**config.mk**
```make
export PLATFORM = sky130hd
export DESIGN_NAME = spike_rr_analyzer
export DESIGN_NICKNAME = d
export VERILOG_FILES = /design/src/rtl/spike_rr_analyzer.sv
export SDC_FILE = /design/constraint.sdc
export NUM_CORES = 1
export LEC_CHECK = 0
export ABC_AREA = 1
export ABC_CLOCK_PERIOD_IN_PS = 18500
export BUFFER_PORTS_ARGS = -buffer_cell sky130_fd_sc_hd__buf_4
export CAP_MARGIN = 20
export CORE_UTILIZATION = 63
export CTS_BUF_LIST = sky130_fd_sc_hd__clkbuf_16
export DETAILED_ROUTE_END_ITERATION = 7
export PLACE_DENSITY_LB_ADDON = 0.15
export SLEW_MARGIN = 15
export SYNTH_ARGS = -nofsm -noshare
export SYNTH_HDL_FRONTEND = slang
export SYNTH_SLANG_ARGS = --single-unit
```
**constraint.sdc**
```tcl
create_clock -name CLK -period 18.5 [get_ports CLK]
set_input_delay 4.625 -clock CLK [delete_from_list [all_inputs] [get_ports CLK]]
set_output_delay 4.625 -clock CLK [all_outputs]
set_load 0.02 [all_outputs]
```
**src/rtl/spike_rr_analyzer.sv**
```systemverilog
// spike_rr_analyzer
//   Turns the neuron spike train into heartbeat timing. Every accepted rising
//   edge of `spike` is one R-peak. The block measures the RR interval in clock
//   cycles and keeps a running average over the last 8 intervals. It also
//   flags irregular beats and asystole (no beat within MAX_RR cycles).
//
// Ports
//   CLK        in   system clock, rising edge
//   KEY        in   asynchronous active-high reset
//   spike      in   neuron spike level (may stay high for several cycles)
//   rr_out     out  last measured RR interval
//   rr_valid   out  one-cycle pulse when rr_out updates
//   rr_avg     out  (sum of the last 8 RR values) >> 3
//   avg_valid  out  8 RR values collected since reset/asystole
//   irregular  out  new RR deviates from the previous average (valid with rr_valid)
//   asystole   out  sticky timeout flag, cleared by the next beat
//   beat_cnt   out  accepted beats, wraps silently
module spike_rr_analyzer #(
  parameter int CNT_W     = 20,
  parameter int REFRACT   = 4,
  parameter int MAX_RR    = 100,
  parameter int IRR_SHIFT = 3
) (
  input  logic             CLK,
  input  logic             KEY,
  input  logic             spike,
  output logic [CNT_W-1:0] rr_out,
  output logic             rr_valid,
  output logic [CNT_W-1:0] rr_avg,
  output logic             avg_valid,
  output logic             irregular,
  output logic             asystole,
  output logic [15:0]      beat_cnt
);

  typedef enum logic {
    IDLE,   // no reference beat yet
    COUNT   // measuring the interval since the last beat
  } state_e;

  localparam logic [CNT_W-1:0] CNT_ONE   = CNT_W'(1);
  localparam logic [CNT_W-1:0] REFRACT_C = CNT_W'(REFRACT);
  localparam logic [CNT_W-1:0] MAX_RR_C  = CNT_W'(MAX_RR);
  localparam int               SUM_W     = CNT_W + 3;

  state_e             state_q, state_d;
  logic [CNT_W-1:0]   cnt_q, cnt_d;
  logic               spike_q;
  logic [CNT_W-1:0]   hist_q [8];
  logic [CNT_W-1:0]   hist_d [8];
  logic [3:0]         hist_n_q, hist_n_d;
  logic [SUM_W-1:0]   sum_q, sum_d;
  logic [CNT_W-1:0]   rr_out_q, rr_out_d;
  logic               rr_valid_q, rr_valid_d;
  logic [CNT_W-1:0]   rr_avg_q, rr_avg_d;
  logic               avg_valid_q, avg_valid_d;
  logic               irregular_q, irregular_d;
  logic               asystole_q, asystole_d;
  logic [15:0]        beat_cnt_q, beat_cnt_d;

  logic               rise;
  logic               accept;
  logic               timeout;
  logic [SUM_W-1:0]   sum_next;
  logic [CNT_W-1:0]   dev;
  logic [CNT_W-1:0]   dev_thr;

  // A level held high produces exactly one rise.
  assign rise = spike & ~spike_q;

  // A beat arriving on the timeout edge takes priority over the timeout.
  assign accept  = (state_q == COUNT) && rise && (cnt_q >= REFRACT_C);
  assign timeout = (state_q == COUNT) && !accept && (cnt_q == MAX_RR_C);

  // Evicted history slots are zero until the window fills, so the running
  // sum is correct from the very first interval.
  assign sum_next = sum_q + {3'b000, cnt_q} - {3'b000, hist_q[7]};

  // Unsigned absolute difference against the previous average.
  assign dev     = (cnt_q >= rr_avg_q) ? (cnt_q - rr_avg_q) : (rr_avg_q - cnt_q);
  assign dev_thr = rr_avg_q >> IRR_SHIFT;

  always_comb begin
    // NOTE: every _d gets a default first so no path leaves it unassigned,
    // which is what keeps this block from inferring latches.
    state_d     = state_q;
    cnt_d       = cnt_q;
    hist_d      = hist_q;
    hist_n_d    = hist_n_q;
    sum_d       = sum_q;
    rr_out_d    = rr_out_q;
    rr_valid_d  = 1'b0;
    rr_avg_d    = rr_avg_q;
    avg_valid_d = avg_valid_q;
    irregular_d = irregular_q;
    asystole_d  = asystole_q;
    beat_cnt_d  = beat_cnt_q;

    unique case (state_q)
      IDLE: begin
        if (rise) begin
          state_d    = COUNT;
          cnt_d      = CNT_ONE;
          beat_cnt_d = beat_cnt_q + 16'd1;
          asystole_d = 1'b0;
        end
      end

      COUNT: begin
        if (accept) begin
          rr_out_d   = cnt_q;
          rr_valid_d = 1'b1;
          cnt_d      = CNT_ONE;
          beat_cnt_d = beat_cnt_q + 16'd1;

          hist_d[0] = cnt_q;
          for (int i = 1; i < 8; i++) begin
            hist_d[i] = hist_q[i-1];
          end
          hist_n_d = (hist_n_q == 4'd8) ? 4'd8 : hist_n_q + 4'd1;
          sum_d    = sum_next;
          rr_avg_d = sum_next[SUM_W-1:3];
          if (hist_n_d == 4'd8) begin
            avg_valid_d = 1'b1;
          end

          // Judged against the average as it stood before this beat.
          irregular_d = avg_valid_q && (dev > dev_thr);
        end else if (timeout) begin
          state_d     = IDLE;
          cnt_d       = '0;
          asystole_d  = 1'b1;
          hist_d      = '{default: '0};
          hist_n_d    = 4'd0;
          sum_d       = '0;
          rr_avg_d    = '0;
          avg_valid_d = 1'b0;
        end else if (cnt_q != MAX_RR_C) begin
          cnt_d = cnt_q + CNT_ONE;
        end
      end

      default: state_d = IDLE;
    endcase
  end

  always_ff @(posedge CLK or posedge KEY) begin
    if (KEY) begin
      state_q     <= IDLE;
      cnt_q       <= '0;
      spike_q     <= 1'b0;
      // NOTE: the history window is reset explicitly; the running sum
      // subtracts the oldest slot, so stale contents would corrupt rr_avg.
      hist_q      <= '{default: '0};
      hist_n_q    <= 4'd0;
      sum_q       <= '0;
      rr_out_q    <= '0;
      rr_valid_q  <= 1'b0;
      rr_avg_q    <= '0;
      avg_valid_q <= 1'b0;
      irregular_q <= 1'b0;
      asystole_q  <= 1'b0;
      beat_cnt_q  <= '0;
    end else begin
      // NOTE: non-blocking assignments so every flop samples the values from
      // before this edge, regardless of statement order.
      state_q     <= state_d;
      cnt_q       <= cnt_d;
      spike_q     <= spike;
      hist_q      <= hist_d;
      hist_n_q    <= hist_n_d;
      sum_q       <= sum_d;
      rr_out_q    <= rr_out_d;
      rr_valid_q  <= rr_valid_d;
      rr_avg_q    <= rr_avg_d;
      avg_valid_q <= avg_valid_d;
      irregular_q <= irregular_d;
      asystole_q  <= asystole_d;
      beat_cnt_q  <= beat_cnt_d;
    end
  end

  assign rr_out    = rr_out_q;
  assign rr_valid  = rr_valid_q;
  assign rr_avg    = rr_avg_q;
  assign avg_valid = avg_valid_q;
  assign irregular = irregular_q;
  assign asystole  = asystole_q;
  assign beat_cnt  = beat_cnt_q;

endmodule
```
==> reports/results.ini <==
[status]
run_status = complete, no violations

[floorplan]
die_x_um = 151
start_util_pct = 64.4
fp-row-count = 54
io_pins = 63
die_y_um = 151
core_area_sq_um = 21800
die_area_sq_um = 22900

[critical_path]
worstSetupEndpoint = cnt_q[10]$_DFFE_PP0P_
cp_data_arrival_time_ns = 7.79
worstSetupPathType = input pin to register
setup.worst_path.end_class = register
reg2reg_from = cnt_q[0]$_DFFE_PP0P_
rr_endpoint = irregular$_DFFE_PP0P_
worstPathRequired_ns = 18.90
critPathMaxFanout = 91
startpoint_type = input pin
ff2ff_path_depth = 28
reg2reg_slack_ns = 13.63
critPathLaunch = spike

[timing]
finalWorstSetupSlack_ns = 11.10
fin_crit_sh_pct = 40.0
fmax_mhz = 135
hold_violations = 0
tns_ns = 0
tightest_slew_ns = 0.988
slew-limit-headroom_pct = 34.2
post-route-min-period_ns = 7.40
fin_skew_ns = 0.0175
slew_violations = 0
rsz0062_at_grt = no
setup_viol = 0

[logic_synthesis]
syn_inst = 1669
synth_top_area_share_pct = 44.3
synth.area.top_cells = dfrtp_1 (44%), nand2_1 (11%), ha_1 (7.5%), inv_1 (6.0%), a22o_1 (5.1%)
synthDistinctLibCells = 44
synthesis.area_sq_um = 14000
ys_warn_count = 0
synth_nets = 1778
synthArstFlopShare_pct = 100
synth_top_area_cell = dfrtp_1
ys_seq_elements = 249
syn_avg_cell_area_sq_um = 8.42
seq_area_frac_synth_pct = 44.3
ys.flop_type = dfrtp_1
synth_edf_count = 0

[grt]
grt_start_max_net_pins = 134
grt-ovfl-total = 0
antenna_found_initial = 0
grt_pass1_wl_um = 57000
grt_use_total_pct = 32.7
grt_pass1_vias = 10700

[clock_network]
hold_buffers = 0
clk_path_buf_depth = 3
cts_root_buf = clkbuf_16
postCtsSetupRepairBufs = 0
htreeDepth = 1
cts_sinks = 249
clkTransAtPathRegs_ns = 0.06
insertion_delay_ns = 0.55
cts_resized = 0
cts_tree = yes
numCtsBuffers = 26

[detailed_routing]
viasPerCell = 5.72
drc = 0
wirelength_um = 36200
drt_iter0_drc = 759
vias = 11400
first_pass_iters = 5
postRouteAntennaNets = 0
wire_per_inst_um = 18.2

[worst_hold_path]
holdPathStages = 1
holdCritPathClass = register to register

[final_layout]
area_growth_pct = 9.29
multi_input_area_sq_um = 6500
seq_area_sq_um = 6230
layout_commonest_cell = nand2_1
fin_cells = 1991
layout.nets = 1801
layout_common_cells = nand2_1 (416), dfrtp_1 (249), inv_1 (227), o21ai_0 (95), nor2_1 (86)
fillers = 1761
antennaDiodeCount = 0
drive_gt1_share_pct = 8.42

[place]
dp_hpwl_um = 26300
place.gp.congestion = 1.00
placed_cells = 1943
dpl_worst_slack_ns = 10.62
port_buffers = 62

[power_and_ir_drop]
leakagePower_nw = 8.04
total_power_mw = 3.03
vdd_drop_max_uv = 120
power.density_nw_per_um2 = 197

[flow_run]
max_cap_violations = 0

[how the worst min path moves through the flow]
stage	startpoint	to	slack (ns)
after floorplan	hist_q[120]$_DFFE_PP0P_	hist_q[100]$_DFFE_PP0P_	0.45
after global routing	hist_q[71]$_DFFE_PP0P_	hist_q[71]$_DFFE_PP0P_	0.51
after global placement	beat_cnt[15]$_DFFE_PP0P_	beat_cnt[15]$_DFFE_PP0P_	0.46
final	beat_cnt[15]$_DFFE_PP0P_	beat_cnt[15]$_DFFE_PP0P_	0.48
after CTS	beat_cnt[15]$_DFFE_PP0P_	beat_cnt[15]$_DFFE_PP0P_	0.48
after detailed placement	hist_q[120]$_DFFE_PP0P_	hist_q[100]$_DFFE_PP0P_	0.47
[report_power, final]
group / total [mW] / switching (mW) / internal, mW
Sequential: 0.841 / 0.138 / 0.703
Clock: 0.494 / 0.220 / 0.273
Combinational: 1.70 / 1.09 / 0.608
[cell usage after synthesis, drive strengths merged (2+ instances only)]
cell type,instances
xor2,26
o32ai,2
xnor2,16
nand2,420
nand4,21
o22ai,19
a21boi,2
inv,243
nor4,2
nor2,88
nor3,20
a21oi,65
buf,57
o21bai,12
a22o,82
ha,84
fa,22
a31oi,5
o21a,2
clkbuf,17
nand3,55
or2,4
and3,3
dfrtp,249
o31ai,2
o21ai,143
[registers in the layout, indices dropped and copies added (netlist names)]
| signal | count |
|---|---|
| cnt_q | 20 |
| rr_valid | 1 |
| sum_q | 23 |
| asystole | 1 |
| spike_q | 1 |
| hist_q | 160 |
| hist_n_q | 4 |
| avg_valid | 1 |
| state_q | 1 |
| rr_out | 20 |
| beat_cnt | 16 |
| irregular | 1 |
[per-layer routing]
layer	part of all wire (%)	up-vias	GRT usage [%]
met5	0	-	0
met4	2.8	0	10.7
met3	6.1	67	4.49
met2	46	355	51.4
met1	45	5498	46.8
li1	-	5460	-
[per-stage QoR]
step	utilization (%)	area, sq um	hold WS (ns)
4_1_cts	70.2	15300	0.483
3_5_place_dp	66.5	14500	0.468
2_1_floorplan	-	14000	0.453
3_3_place_gp	66.5	14500	0.457
6_report	70.4	15400	0.477
5_1_grt	70.4	15400	0.509
[worst max-delay path, cell delays in order]
cell     delay (ns)
buf_4          0.08
nand2_1        0.10
nor2_1         0.19
nand2_4        0.35
buf_4          0.43
inv_4          0.42
buf_4          0.83
nor3_2         0.19
inv_2          0.21
a21oi_1        0.06
o21ai_0        0.09
o21ai_0        0.10
[kinds of logic after synthesis]
kind of cell	synth area share, %
and+or+nand+nor	17.9
AOI/OAI and AO/OA	15.0
buffers and inverters	9.43
DFF	44.3
adders and majority gates	10.6
xor gates and xnor gates	2.62
muxes	0.0801
[cell type report]
type,instances,share of cell area (%)
clock buffers,26,4.24
inverters,243,6.01
well taps,280,2.28
repair buffers,69,3.50
flip-flops and latches,249,40.6
multi-input cells,1103,42.3
clock inverters,21,1.06
(Power assumes the default switching activity.)
